## src/rtl/delay_update_sched_pkg.sv

```systemverilog
`default_nettype none
// ============================================================================
// Module   : delay_update_sched_pkg
// Purpose  : Register offsets, FSM states and readback layout shared by the
//            delay update scheduler and the delay NoC block.
// Revision : 1.0 - initial release
// ============================================================================
package delay_update_sched_pkg;

  // Settings register offsets relative to SR_BASE
  localparam int SR_DELAY_I     = 0;
  localparam int SR_DELAY_Q     = 1;
  localparam int SR_ENABLE_DIFF = 2;
  localparam int SR_STEP        = 3;
  localparam int SR_COMMIT      = 4;
  localparam int SR_CLEAR_ERR   = 5;

  // Sticky error bit positions inside err
  localparam int ERR_DIFF_BIT   = 0;
  localparam int ERR_RANGE_BIT  = 1;

  // rb_status field positions
  localparam int RB_LEN_I_LSB   = 0;
  localparam int RB_LEN_Q_LSB   = 24;
  localparam int RB_BUSY_BIT    = 61;
  localparam int RB_ERR_LSB     = 62;

  typedef enum logic [0:0] {
    ST_IDLE = 1'b0,
    ST_RAMP = 1'b1
  } state_t;

endpackage
`default_nettype wire

```

## src/rtl/delay_update_sched_if.sv

```systemverilog
`default_nettype none
// ============================================================================
// Module   : delay_update_sched_if
// Purpose  : Settings bus, monitored stream handshake and delay outputs of
//            the delay update scheduler.
// Revision : 1.0 - initial release
// ============================================================================
interface delay_update_sched_if #(
  parameter int MAX_DELAY_LOG2 = 16
) ();
  logic                      set_stb;
  logic [7:0]                set_addr;
  logic [31:0]               set_data;
  logic                      s_tvalid;
  logic                      s_tready;
  logic                      s_tlast;
  logic [MAX_DELAY_LOG2-1:0] len_i;
  logic [MAX_DELAY_LOG2-1:0] len_q;
  logic                      busy;
  logic                      done;
  logic [1:0]                err;
  logic [63:0]               rb_status;

  // Settings/stream source side
  modport master (
    output set_stb, set_addr, set_data, s_tvalid, s_tready, s_tlast,
    input  len_i, len_q, busy, done, err, rb_status
  );

  // Scheduler side
  modport slave (
    input  set_stb, set_addr, set_data, s_tvalid, s_tready, s_tlast,
    output len_i, len_q, busy, done, err, rb_status
  );
endinterface
`default_nettype wire

```

## src/rtl/delay_update_sched_stepper.sv

```systemverilog
`default_nettype none
// ============================================================================
// Module   : delay_update_sched_stepper
// Purpose  : One channel's applied delay. On advance, moves len toward the
//            target by min(step, distance); step 0 jumps the full distance.
// Revision : 1.0 - initial release
// ============================================================================
module delay_update_sched_stepper #(
  parameter int MAX_DELAY_LOG2 = 16
) (
  input  logic                      clk,
  input  logic                      reset_n,
  input  logic                      adv_i,
  input  logic [MAX_DELAY_LOG2-1:0] target_i,
  input  logic [MAX_DELAY_LOG2-1:0] step_i,
  output logic [MAX_DELAY_LOG2-1:0] len_o,
  output logic                      next_at_target_o
);
  logic [MAX_DELAY_LOG2-1:0] len_q;
  logic [MAX_DELAY_LOG2-1:0] len_d;
  logic [MAX_DELAY_LOG2-1:0] w_stepped;
  logic [MAX_DELAY_LOG2-1:0] w_dist;
  logic [MAX_DELAY_LOG2-1:0] w_move;
  logic                      w_up;

  // Clamped step toward the target; the distance is taken in the direction
  // of travel so it can never underflow.
  always_comb begin
    w_up      = (target_i >= len_q);
    w_dist    = w_up ? (target_i - len_q) : (len_q - target_i);
    w_move    = ((step_i == '0) || (step_i > w_dist)) ? w_dist : step_i;
    w_stepped = w_up ? (len_q + w_move) : (len_q - w_move);
    len_d     = adv_i ? w_stepped : len_q;
  end

  // Applied delay register
  always_ff @(posedge clk) begin
    if (!reset_n) len_q <= '0;
    else          len_q <= len_d;
  end

  assign len_o            = len_q;
  assign next_at_target_o = (w_stepped == target_i);
endmodule
`default_nettype wire

```

## src/rtl/delay_update_sched.sv

```systemverilog
`default_nettype none
// ============================================================================
// Module   : delay_update_sched
// Purpose  : Settings-bus controller that stages I/Q delay targets, checks
//            them on COMMIT and ramps the delay lines on stream boundaries.
// Revision : 1.0 - initial release
// ============================================================================
module delay_update_sched #(
  parameter int MAX_DELAY_LOG2      = 16,
  parameter int MAX_DIFF_DELAY_LOG2 = 10,
  parameter int SR_BASE             = 128
) (
  input  logic                  clk,
  input  logic                  reset_n,
  delay_update_sched_if.slave   bus
);
  import delay_update_sched_pkg::*;

  localparam int W = MAX_DELAY_LOG2;
  localparam logic [7:0] ADDR_DELAY_I = 8'(SR_BASE + SR_DELAY_I);
  localparam logic [7:0] ADDR_DELAY_Q = 8'(SR_BASE + SR_DELAY_Q);
  localparam logic [7:0] ADDR_EN_DIFF = 8'(SR_BASE + SR_ENABLE_DIFF);
  localparam logic [7:0] ADDR_STEP    = 8'(SR_BASE + SR_STEP);
  localparam logic [7:0] ADDR_COMMIT  = 8'(SR_BASE + SR_COMMIT);
  localparam logic [7:0] ADDR_CLR_ERR = 8'(SR_BASE + SR_CLEAR_ERR);
  localparam logic [W:0] DIFF_LIMIT   = (W+1)'(1) << MAX_DIFF_DELAY_LOG2;

  logic [31:0]  stg_i_q, stg_q_q;
  logic         stg_diff_q;
  logic [W-1:0] stg_step_q;
  logic [W-1:0] tgt_i_q, tgt_q_q, step_q;
  logic         mode_q, done_q;
  logic [1:0]   err_q, err_d;
  state_t       state_q;

  logic         w_commit, w_clear, w_range, w_diff_bad, w_accept;
  logic         w_boundary, w_adv, w_at_i, w_at_q;
  logic [31:0]  w_tq32;
  logic [W-1:0] w_ti, w_tq, w_len_i, w_len_q;
  logic [W:0]   w_abs;

  assign w_commit = bus.set_stb && (bus.set_addr == ADDR_COMMIT);
  assign w_clear  = bus.set_stb && (bus.set_addr == ADDR_CLR_ERR);

  // Staging registers: settings writes land here and take no effect until COMMIT
  always_ff @(posedge clk) begin
    if (!reset_n) begin
      stg_i_q    <= '0;
      stg_q_q    <= '0;
      stg_diff_q <= 1'b0;
      stg_step_q <= '0;
    end else if (bus.set_stb) begin
      case (bus.set_addr)
        ADDR_DELAY_I: stg_i_q    <= bus.set_data;
        ADDR_DELAY_Q: stg_q_q    <= bus.set_data;
        ADDR_EN_DIFF: stg_diff_q <= bus.set_data[0];
        ADDR_STEP:    stg_step_q <= bus.set_data[W-1:0];
        default:      ;
      endcase
    end
  end

  // COMMIT checks: range on the full 32-bit staged words, then I/Q spread
  always_comb begin
    w_tq32     = stg_diff_q ? stg_q_q : stg_i_q;
    w_range    = (|stg_i_q[31:W]) || (|w_tq32[31:W]);
    w_ti       = stg_i_q[W-1:0];
    w_tq       = w_tq32[W-1:0];
    w_abs      = (w_ti >= w_tq) ? ({1'b0, w_ti} - {1'b0, w_tq})
                                : ({1'b0, w_tq} - {1'b0, w_ti});
    w_diff_bad = !w_range && (w_abs > DIFF_LIMIT);
    w_accept   = w_commit && !w_range && !w_diff_bad;
  end

  // Sticky errors; a rejecting COMMIT overrides a same-cycle clear
  always_comb begin
    err_d = err_q;
    if (w_clear) err_d = '0;
    if (w_commit && w_range)    err_d[ERR_RANGE_BIT] = 1'b1;
    if (w_commit && w_diff_bad) err_d[ERR_DIFF_BIT]  = 1'b1;
  end

  assign w_boundary = bus.s_tvalid && bus.s_tready && (mode_q || bus.s_tlast);
  assign w_adv      = (state_q == ST_RAMP) && w_boundary;

  // Channel steppers always move toward the targets held before any
  // same-cycle COMMIT, so a retarget only affects the following boundary.
  delay_update_sched_stepper #(.MAX_DELAY_LOG2(W)) u_step_i (
    .clk(clk), .reset_n(reset_n), .adv_i(w_adv), .target_i(tgt_i_q),
    .step_i(step_q), .len_o(w_len_i), .next_at_target_o(w_at_i)
  );

  delay_update_sched_stepper #(.MAX_DELAY_LOG2(W)) u_step_q (
    .clk(clk), .reset_n(reset_n), .adv_i(w_adv), .target_i(tgt_q_q),
    .step_i(step_q), .len_o(w_len_q), .next_at_target_o(w_at_q)
  );

  // Update FSM: latch accepted targets, finish when both channels land
  always_ff @(posedge clk) begin
    if (!reset_n) begin
      state_q <= ST_IDLE;
      tgt_i_q <= '0;
      tgt_q_q <= '0;
      step_q  <= '0;
      mode_q  <= 1'b0;
      done_q  <= 1'b0;
      err_q   <= '0;
    end else begin
      err_q  <= err_d;
      done_q <= 1'b0;
      if (w_accept) begin
        tgt_i_q <= w_ti;
        tgt_q_q <= w_tq;
        step_q  <= stg_step_q;
        mode_q  <= bus.set_data[0];
      end
      case (state_q)
        ST_IDLE: if (w_accept) state_q <= ST_RAMP;
        ST_RAMP: if (!w_accept && w_adv && w_at_i && w_at_q) begin
          done_q  <= 1'b1;
          state_q <= ST_IDLE;
        end
        default: state_q <= ST_IDLE;
      endcase
    end
  end

  assign bus.len_i     = w_len_i;
  assign bus.len_q     = w_len_q;
  assign bus.busy      = (state_q == ST_RAMP);
  assign bus.done      = done_q;
  assign bus.err       = err_q;
  assign bus.rb_status = {err_q, (state_q == ST_RAMP), 13'd0,
                          24'(w_len_q), 24'(w_len_i)};
endmodule
`default_nettype wire

```

## src/flat_wrapper.sv

```systemverilog
// flat-port wrapper written by rule: the top's interface ports become plain ports
module delay_update_sched_flat import delay_update_sched_pkg::*;
#(
  parameter int MAX_DELAY_LOG2      = 16,
  parameter int MAX_DIFF_DELAY_LOG2 = 10,
  parameter int SR_BASE             = 128
)
  (clk, reset_n, bus_set_stb, bus_set_addr, bus_set_data, bus_s_tvalid, bus_s_tready, bus_s_tlast, bus_len_i, bus_len_q, bus_busy, bus_done, bus_err, bus_rb_status);
  delay_update_sched_if #(.MAX_DELAY_LOG2(MAX_DELAY_LOG2)) bus_i ();
  input  logic clk;
  input  logic reset_n;
  input wire logic [$bits(bus_i.set_stb)-1:0] bus_set_stb;
  input wire logic [$bits(bus_i.set_addr)-1:0] bus_set_addr;
  input wire logic [$bits(bus_i.set_data)-1:0] bus_set_data;
  input wire logic [$bits(bus_i.s_tvalid)-1:0] bus_s_tvalid;
  input wire logic [$bits(bus_i.s_tready)-1:0] bus_s_tready;
  input wire logic [$bits(bus_i.s_tlast)-1:0] bus_s_tlast;
  output wire logic [$bits(bus_i.len_i)-1:0] bus_len_i;
  output wire logic [$bits(bus_i.len_q)-1:0] bus_len_q;
  output wire logic [$bits(bus_i.busy)-1:0] bus_busy;
  output wire logic [$bits(bus_i.done)-1:0] bus_done;
  output wire logic [$bits(bus_i.err)-1:0] bus_err;
  output wire logic [$bits(bus_i.rb_status)-1:0] bus_rb_status;
  assign bus_i.set_stb = bus_set_stb;
  assign bus_i.set_addr = bus_set_addr;
  assign bus_i.set_data = bus_set_data;
  assign bus_i.s_tvalid = bus_s_tvalid;
  assign bus_i.s_tready = bus_s_tready;
  assign bus_i.s_tlast = bus_s_tlast;
  assign bus_len_i = bus_i.len_i;
  assign bus_len_q = bus_i.len_q;
  assign bus_busy = bus_i.busy;
  assign bus_done = bus_i.done;
  assign bus_err = bus_i.err;
  assign bus_rb_status = bus_i.rb_status;
  delay_update_sched #(.MAX_DELAY_LOG2(MAX_DELAY_LOG2), .MAX_DIFF_DELAY_LOG2(MAX_DIFF_DELAY_LOG2), .SR_BASE(SR_BASE)) u_core (.clk(clk), .reset_n(reset_n), .bus(bus_i));
endmodule
```

## config.mk

```make
export PLATFORM = sky130hd
export DESIGN_NAME = delay_update_sched_flat
export DESIGN_NICKNAME = d
export VERILOG_FILES = /design/src/rtl/delay_update_sched_pkg.sv /design/src/rtl/delay_update_sched_if.sv /design/src/rtl/delay_update_sched_stepper.sv /design/src/rtl/delay_update_sched.sv /design/src/flat_wrapper.sv
export SDC_FILE = /design/constraint.sdc
export NUM_CORES = 1
export LEC_CHECK = 0
export ABC_AREA = 1
export CAP_MARGIN = 20
export CORE_MARGIN = 5
export CORE_UTILIZATION = 45
export DETAILED_ROUTE_END_ITERATION = 16
export PLACE_DENSITY = 0.68
export SLEW_MARGIN = 0
export SYNTH_ARGS = -nofsm -noshare
export SYNTH_HDL_FRONTEND = slang
export SYNTH_SLANG_ARGS = --single-unit
```

## constraint.sdc

```tcl
create_clock -name clk -period 6.55 [get_ports clk]
set_clock_uncertainty 0.05 [all_clocks]
set_input_delay 1.31 -clock clk [delete_from_list [all_inputs] [get_ports clk]]
set_output_delay 1.31 -clock clk [all_outputs]
set_load 0.01 [all_outputs]
```

Word-level counts from Yosys, hierarchy flattened
Cells that the tools add are included.
{"block": "op_classes", "magnitude_cmp": 6, "muxes": 15, "n_mul": 0, "n_addsub": 10, "n_eq_ne": 8, "bitwise": 1, "shift": 0, "div": 0, "reduce_logical": 30}
{"operator": "two-way mux 16 bit", "count": 6}
{"operator": "subtractor 16 bit", "count": 6}
{"operator": "equality test 8 bit (second input constant)", "count": 6}
{"operator": "greater-or-equal comparator 16 bit", "count": 3}
{"operator": "subtractor 16 x 16 -> 17 bit", "count": 2}
{"operator": "adder 16 bit", "count": 2}
{"operator": "equality test 16 bit", "count": 2}
{"operator": "> comparator 16 bit", "count": 2}
{"operator": "two-way mux 32 bit", "count": 1}
{"operator": "OR reduction 16 bit", "count": 2}
{"operator": "> comparator 17 x 11 -> 1 bit (second input constant)", "count": 1}
{"operator": "two-way mux 17 bit", "count": 1}
{"operator": "logical NOT 16 bit", "count": 1}
{"operator": "logical AND 1 bit", "count": 13}
{"operator": "AND reduction 2 bit", "count": 5}
{"operator": "two-way mux 1 bit", "count": 5}
{"operator": "logical OR 1 bit", "count": 4}
{"operator": "nonzero test 2 bit", "count": 2}
{"operator": "logical NOT 1 bit", "count": 3}
{"operator": "two-way mux 2 bit", "count": 1}
{"operator": "one-hot mux 1 bit (2 select lines)", "count": 1}
{"operator": "NOT 1 bit", "count": 1}
{"block": "totals", "latchBits": 0, "regBits": 166, "mem_count": 0, "ram_bits": 0, "output_inout_bits": 100, "word_cells": 84, "mem_bits_ro": 0, "in_bits": 46}

Logic depth before layout (Yosys ltp)
{"block": "depth", "ltp_word": 13, "depth_mapped": 61}

Modules after synthesis
Synthesis repeated with hierarchy kept, for this count alone.
{"block": "unflattened", "cells_unflattened": 2539, "hier_area_um2": 16135.5}
{"module": "delay_update_sched", "seq_area_each_um2": 2682.6, "cells_per_inst": 1297, "area_each_um2": 8224.1, "instances": 1}
{"module": "delay_update_sched_stepper (u_core.u_step_i)", "seq_area_each_um2": 320.3, "cells_per_inst": 623, "area_each_um2": 3963.8, "instances": 1}
{"module": "delay_update_sched_stepper (u_core.u_step_q)", "seq_area_each_um2": 320.3, "cells_per_inst": 619, "area_each_um2": 3947.5, "instances": 1}

Least setup slack after synthesis
No wires, ideal clock.
{"block": "synth_timing", "path_kind": "register -> register", "startpoint": "register u_core.u_step_q.len_q[1] (netlist: u_core.u_step_q.len_o[1])", "endpoint": "register u_core.state_q (netlist: u_core.bus.busy)", "arrival_ns": 6.368, "required_time_ns": 6.383, "stages_incl_launch_ff": 58, "period_less_slack_ns": 6.535, "path_buffers": 2, "slack_ns": 0.015, "path_cell_list": "dfxtp_1 > inv_1 > fa_1 > nand3_1 > nand2_1 > nand2_1 > nand3_1 > nand2_2 > nand2_4 > inv_2 > buf_2 > nand3_1 > o21ai_1 > nor2_1 > o21bai_1 > o211ai_1 > xnor2_1 > ha_1 > (+22 left out) > nand3b_1 > nand2_1 > nand3_1 > nand2_1 > nand2_1 > nand2_1 > nand2_1 > nand2_1 > nand2_1 > nand2_1 > xor2_1 > inv_1 > nand3_1 > nand2_1 > nand2_1 > nand2_1 > nor2_1 > nor2_1"}
{"block": "synth_via", "elab_chain_cells": 11, "word_cells_on_any_way": 14, "classes_between": "add/sub: 4; order compare: 2; eq/ne: 1; mux: 5; reduce/logical: 2"}
{"element": "start: declaration", "line": "delay_update_sched_stepper.sv:19", "source": "logic [MAX_DELAY_LOG2-1:0] len_q;"}
{"element": "start signal: assignment", "line": "delay_update_sched_stepper.sv:39", "source": "else len_q <= len_d;"}
{"element": "subtractor 16 bit / greater-or-equal comparator 16 bit (equally long branches)", "line": "delay_update_sched_stepper.sv:30, delay_update_sched_stepper.sv:29"}
{"element": "two-way mux 16 bit", "line": "delay_update_sched_stepper.sv:30", "source": "w_dist = w_up ? (target_i - len_q) : (len_q - target_i);"}
{"element": "> comparator 16 bit", "line": "delay_update_sched_stepper.sv:31", "source": "w_move = ((step_i == '0) || (step_i > w_dist)) ? w_dist : step_i;"}
{"element": "logical OR 1 bit", "line": "delay_update_sched_stepper.sv:31"}
{"element": "two-way mux 16 bit", "line": "delay_update_sched_stepper.sv:31"}
{"element": "subtractor 16 bit / adder 16 bit (equally long branches)", "line": "delay_update_sched_stepper.sv:32", "source": "w_stepped = w_up ? (len_q + w_move) : (len_q - w_move);"}
{"element": "two-way mux 16 bit *", "line": "delay_update_sched_stepper.sv:32"}
{"element": "equality test 16 bit *", "line": "delay_update_sched_stepper.sv:43", "source": "assign next_at_target_o = (w_stepped == target_i);"}
{"element": "logical AND 1 bit *", "line": "delay_update_sched.sv:119", "source": "ST_RAMP: if (!w_accept && w_adv && w_at_i && w_at_q) begin"}
{"element": "two-way mux 1 bit *", "line": "delay_update_sched.sv:119"}
{"element": "one-hot mux 1 bit (2 select lines) *", "line": "delay_update_sched.sv:117", "source": "case (state_q)"}
{"element": "end signal: assignment", "line": "delay_update_sched.sv:118", "source": "ST_IDLE: if (w_accept) state_q <= ST_RAMP;"}
{"element": "end signal: assignment", "line": "delay_update_sched.sv:121", "source": "state_q <= ST_IDLE;"}
{"element": "end signal: assignment", "line": "delay_update_sched.sv:123", "source": "default: state_q <= ST_IDLE;"}
{"element": "end: declaration", "line": "delay_update_sched.sv:34", "source": "state_t state_q;"}
Mark *: on every way between the ends. The rest lies on a longest branch, timed or not.
A chain may end at the register's enable or synchronous reset.

Worst setup path after layout
{"block": "layout_timing", "startpoint": "register u_core.tgt_q_q[0]", "endpoint": "register u_core.state_q (netlist: u_core.bus.busy)"}
{"block": "layout_via", "elab_chain_cells": 11, "word_cells_on_any_way": 14, "classes_between": "add/sub: 4; order compare: 2; eq/ne: 1; mux: 5; reduce/logical: 2"}
{"element": "start: declaration", "line": "delay_update_sched.sv:31", "source": "logic [W-1:0] tgt_i_q, tgt_q_q, step_q;"}
{"element": "start signal: assignment", "line": "delay_update_sched.sv:113", "source": "tgt_q_q <= w_tq;"}
{"element": "subtractor 16 bit / greater-or-equal comparator 16 bit (equally long branches)", "line": "delay_update_sched_stepper.sv:30, delay_update_sched_stepper.sv:29"}
{"element": "two-way mux 16 bit", "line": "delay_update_sched_stepper.sv:30"}
{"element": "> comparator 16 bit", "line": "delay_update_sched_stepper.sv:31"}
{"element": "logical OR 1 bit", "line": "delay_update_sched_stepper.sv:31"}
{"element": "two-way mux 16 bit", "line": "delay_update_sched_stepper.sv:31"}
{"element": "subtractor 16 bit / adder 16 bit (equally long branches)", "line": "delay_update_sched_stepper.sv:32"}
{"element": "two-way mux 16 bit", "line": "delay_update_sched_stepper.sv:32"}
{"element": "equality test 16 bit *", "line": "delay_update_sched_stepper.sv:43"}
{"element": "logical AND 1 bit *", "line": "delay_update_sched.sv:119"}
{"element": "two-way mux 1 bit *", "line": "delay_update_sched.sv:119"}
{"element": "one-hot mux 1 bit (2 select lines) *", "line": "delay_update_sched.sv:117"}
Marks and branches as above.

==> flow_summary.json <==
{
  "route.met3.wl_um": 3110,
  "power.total_mw": 2.52,
  "dpl.hpwl_um": 42200,
  "ys_warn_count": 0,
  "io_pins": 146,
  "drt-total-wl_um": 54200,
  "core_mm2": 0.0333,
  "synth_cell_types": 59,
  "seqPwrFrac_pct": 40.1,
  "die_area_mm2": 0.0372,
  "rrSetupSlack_ps": -470,
  "worst-path-buf-inv": 9,
  "rsz0062_at_grt": "true",
  "register_area_mm2": 0.00334,
  "critPathLaunchType": "flip-flop",
  "synth_edf_count": 0,
  "clkPwrFrac_pct": 41.2,
  "place_ws_ps": -1040,
  "max_stage_delay_ps": 360,
  "start_util_pct": 45.2,
  "die_w_um": 193,
  "ant_nets": 0,
  "p_per_area_mw_per_mm2": 123,
  "slew_violations": 0,
  "gp_congestion": 0.978,
  "grt_start_max_net_pins": 107,
  "route.detailed.wl_per_inst_um": 17.6,
  "outcome": "finished, violations left",
  "syn_area_mm2": 0.0150,
  "area_growth_pct": 36.2,
  "m1WireLength_um": 23300,
  "cts_buffers": 17,
  "crit_top_cell": "nand2_1",
  "grt_pass1_vias": 15312,
  "r2r_start": "u_core.tgt_q_q[0]$_SDFFE_PN0P_",
  "drc": 0,
  "fmax_mhz": 142,
  "grt_pass1_wl_um": 81200,
  "rows": 67,
  "ys_ff_latch": 166,
  "clockBufferDepth": 2,
  "endpoint_kind": "flip-flop",
  "p_int_mw": 1.73,
  "slowest_stage": "fa_2",
  "insertion_delay_ps": 450,
  "synthArstFlopShare_pct": 0,
  "min_from": "u_core.stg_i_q[24]$_SDFFE_PN0P_",
  "violations": "setup timing",
  "via_count": 16254,
  "root_buffer": "clkbuf_16",
  "dpl_cell_area_mm2": 0.0184,
  "startpoint": "u_core.tgt_q_q[0]$_SDFFE_PN0P_",
  "worstSetupPathType": "reg -> reg",
  "route.met2.wl_um": 26100,
  "fin_crit_ps": 7020,
  "grt_usage_pct": 27.7,
  "antenna_found_initial": 0,
  "peakVddDrop_mv": 0.187,
  "cts_tree": "built",
  "max_cap_viol_count": 0,
  "worstMarginPinSlew_ps": 1090,
  "seq_area_frac_synth_pct": 22.1,
  "port_buffers": 116,
  "hold_viol": 0,
  "arrival_ps": 7310,
  "crit_path_max_fanout": 3,
  "grt_overflow_total": 0,
  "initialDrtViolationCount": 1361,
  "nets": 2834,
  "worst_ep_required_time_ps": 6830,
  "dr.pass1.iters": 5,
  "setup_slack_ps": -473,
  "htreeDepth": 4,
  "finalInstanceArea_mm2": 0.0205,
  "setup_viol": 4,
  "drive_gt1_share_pct": 24.9,
  "die_h_um": 193,
  "cts.sink_count": 166,
  "via_per_inst": 5.27,
  "routed.top_layer": "met4",
  "pwr-share-comb_pct": 18.7,
  "avgSynthCellArea_um2": 6.75,
  "timing.slew.headroom_pct": 27.4,
  "hold_class": "reg -> reg",
  "swShare_pct": 31.6,
  "synthFlopType": "dfxtp_1",
  "netlist_instances": 2229,
  "multi_input_comb_area_mm2": 0.0107,
  "leakage_nw": 9.98,
  "clkTransAtPathRegs_ps": 80,
  "critical_path.top_delay_family": "simple AND/OR/NAND/NOR gates",
  "diodes": 0,
  "switching_power_mw": 0.796,
  "fin_tns_setup_ps": -1480,
  "nFillCells": 3076,
  "final.period_utilization_pct": 107
}
-- routing by layer --
metal | vias to the layer above | global-route usage [%]
met3 | 98 | 2.88
met1 | 7583 | 36.7
li1 | 8023 | -
met2 | 550 | 46.9
met4 | 0 | 9.43
met5 | - | 0
-- Yosys cell counts (all sizes together) (38+ instances only) --
cell | n | share of area, %
inv | 309 | 7.7
nor2 | 132 | 3.5
clkbuf | 58 | 1.5
a21oi | 265 | 9.1
buf | 89 | 4.5
nand3 | 97 | 3.3
o21ai | 257 | 8.7
dfxtp | 166 | 22
xnor2 | 38 | 2.2
xor2 | 87 | 5.1
ha | 158 | 13
nand2 | 409 | 11
-- state kept, by name (all words and copies together) (netlist names) --
register and count:
u_core.bus.busy 1, u_core.stg_step_q 16, u_core.bus.done 1, u_core.stg_diff_q 1, u_core.mode_q 1, u_core.tgt_q_q 16
u_core.step_q 16, u_core.u_step_q.len_o 16, u_core.stg_i_q 32, u_core.stg_q_q 32, u_core.tgt_i_q 16, u_core.u_step_i.len_o 16
u_core.bus.err 2
-- worst reg2reg max path, delay by kind of cell, from the launching register on --
| kind | cells | cell delay (ps) |
|---|---|---|
| simple gates | 32 | 2700 |
| compound gates | 7 | 1320 |
| fa+ha+maj | 4 | 1110 |
| buf+inv | 9 | 930 |
| xor+xnor | 3 | 520 |
| flops | 1 | 330 |
-- layout by cell type, fill, tap and decap left out, types with 6 or more instances in the layout --
cell type,netlist,routed
nor3_1,31,25
nor2_2,7,14
o21ai_2,6,15
inv_2,5,15
xor2_1,87,80
dfxtp_1,166,156
clkdlybuf4s50_1,0,115
buf_6,6,15
o21bai_1,8,7
nor2_1,124,112
buf_4,68,359
dfxtp_2,0,8
a211oi_1,10,7
nor2_4,1,6
o21ai_1,10,19
ha_4,0,22
xnor2_1,38,33
nand3_1,94,77
a21oi_2,7,19
nand2_2,32,58
ha_1,158,134
nand3_2,3,17
nand2_1,372,334
nor3_2,3,7
o21ai_0,241,221
nand4_1,22,22
a21o_1,10,10
a21oi_1,257,242
o211ai_1,13,13
inv_1,304,291
nand2_4,4,16
conb_1,1,29
clkbuf_16,0,17
nor4_1,7,7
-- logic make-up after synthesis --
group	Yosys count	share of synthesized area, %
simple gates	716	21.0
buf+inv	458	13.7
compound gates	595	21.6
flops	166	22.1
fa+ha+maj	166	14.2
xor+xnor	125	7.28
other cells	1	0.0249
mux	2	0.133
-- power by group through the flow --
stage / clock [mW] / sequential, mW / combinational (mW)
floorplan: 0 / 1.03 / 0.252
global placement: 0 / 1.04 / 0.394
detailed placement: 0 / 1.04 / 0.399
CTS: 1.05 / 1.01 / 0.424
global route: 1.10 / 1.01 / 0.507
finish: 1.04 / 1.01 / 0.472
-- per-stage QoR --
step | hold WS (ps) | utilization [%] | instances
floorplan | 379 | - | 2257
global placement | 389 | 55.4 | 3000
detailed placement | 395 | 55.4 | 3000
CTS | 407 | 58.7 | 3048
global route | 430 | 61.6 | 3083
finish | 406 | 61.6 | 3083
-- worst paths after layout --
kind	endpoint	cells after the start
worst max-delay path	u_core.bus.busy$_SDFF_PN0_	55
worst min-delay path	u_core.stg_i_q[24]$_SDFFE_PN0P_	2
worst max register to register	u_core.bus.busy$_SDFF_PN0_	55
worst min register to register	u_core.stg_i_q[24]$_SDFFE_PN0P_	2
-- timing repair --
| item | 4_1_cts | 5_1_grt |
|---|---|---|
| pin swaps | 67 | 111 |
| endpoints found under the hold margin | 0 | 0 |
| buffers inserted | 16 | 34 |
| hold buffers | 0 | 0 |
| setup endpoints to repair | 10 | 14 |
| gates resized for setup | 91 | 152 |
-- layout make-up --
cell class,count,share of cell area [%]
timing repair buffer,493,20.0
sequential,166,16.3
clock inverter,15,0.873
inverter,311,5.77
tap,448,2.74
clock buffer,17,2.08
multi-input combinational,1633,52.2
(Power assumes the default switching activity.)
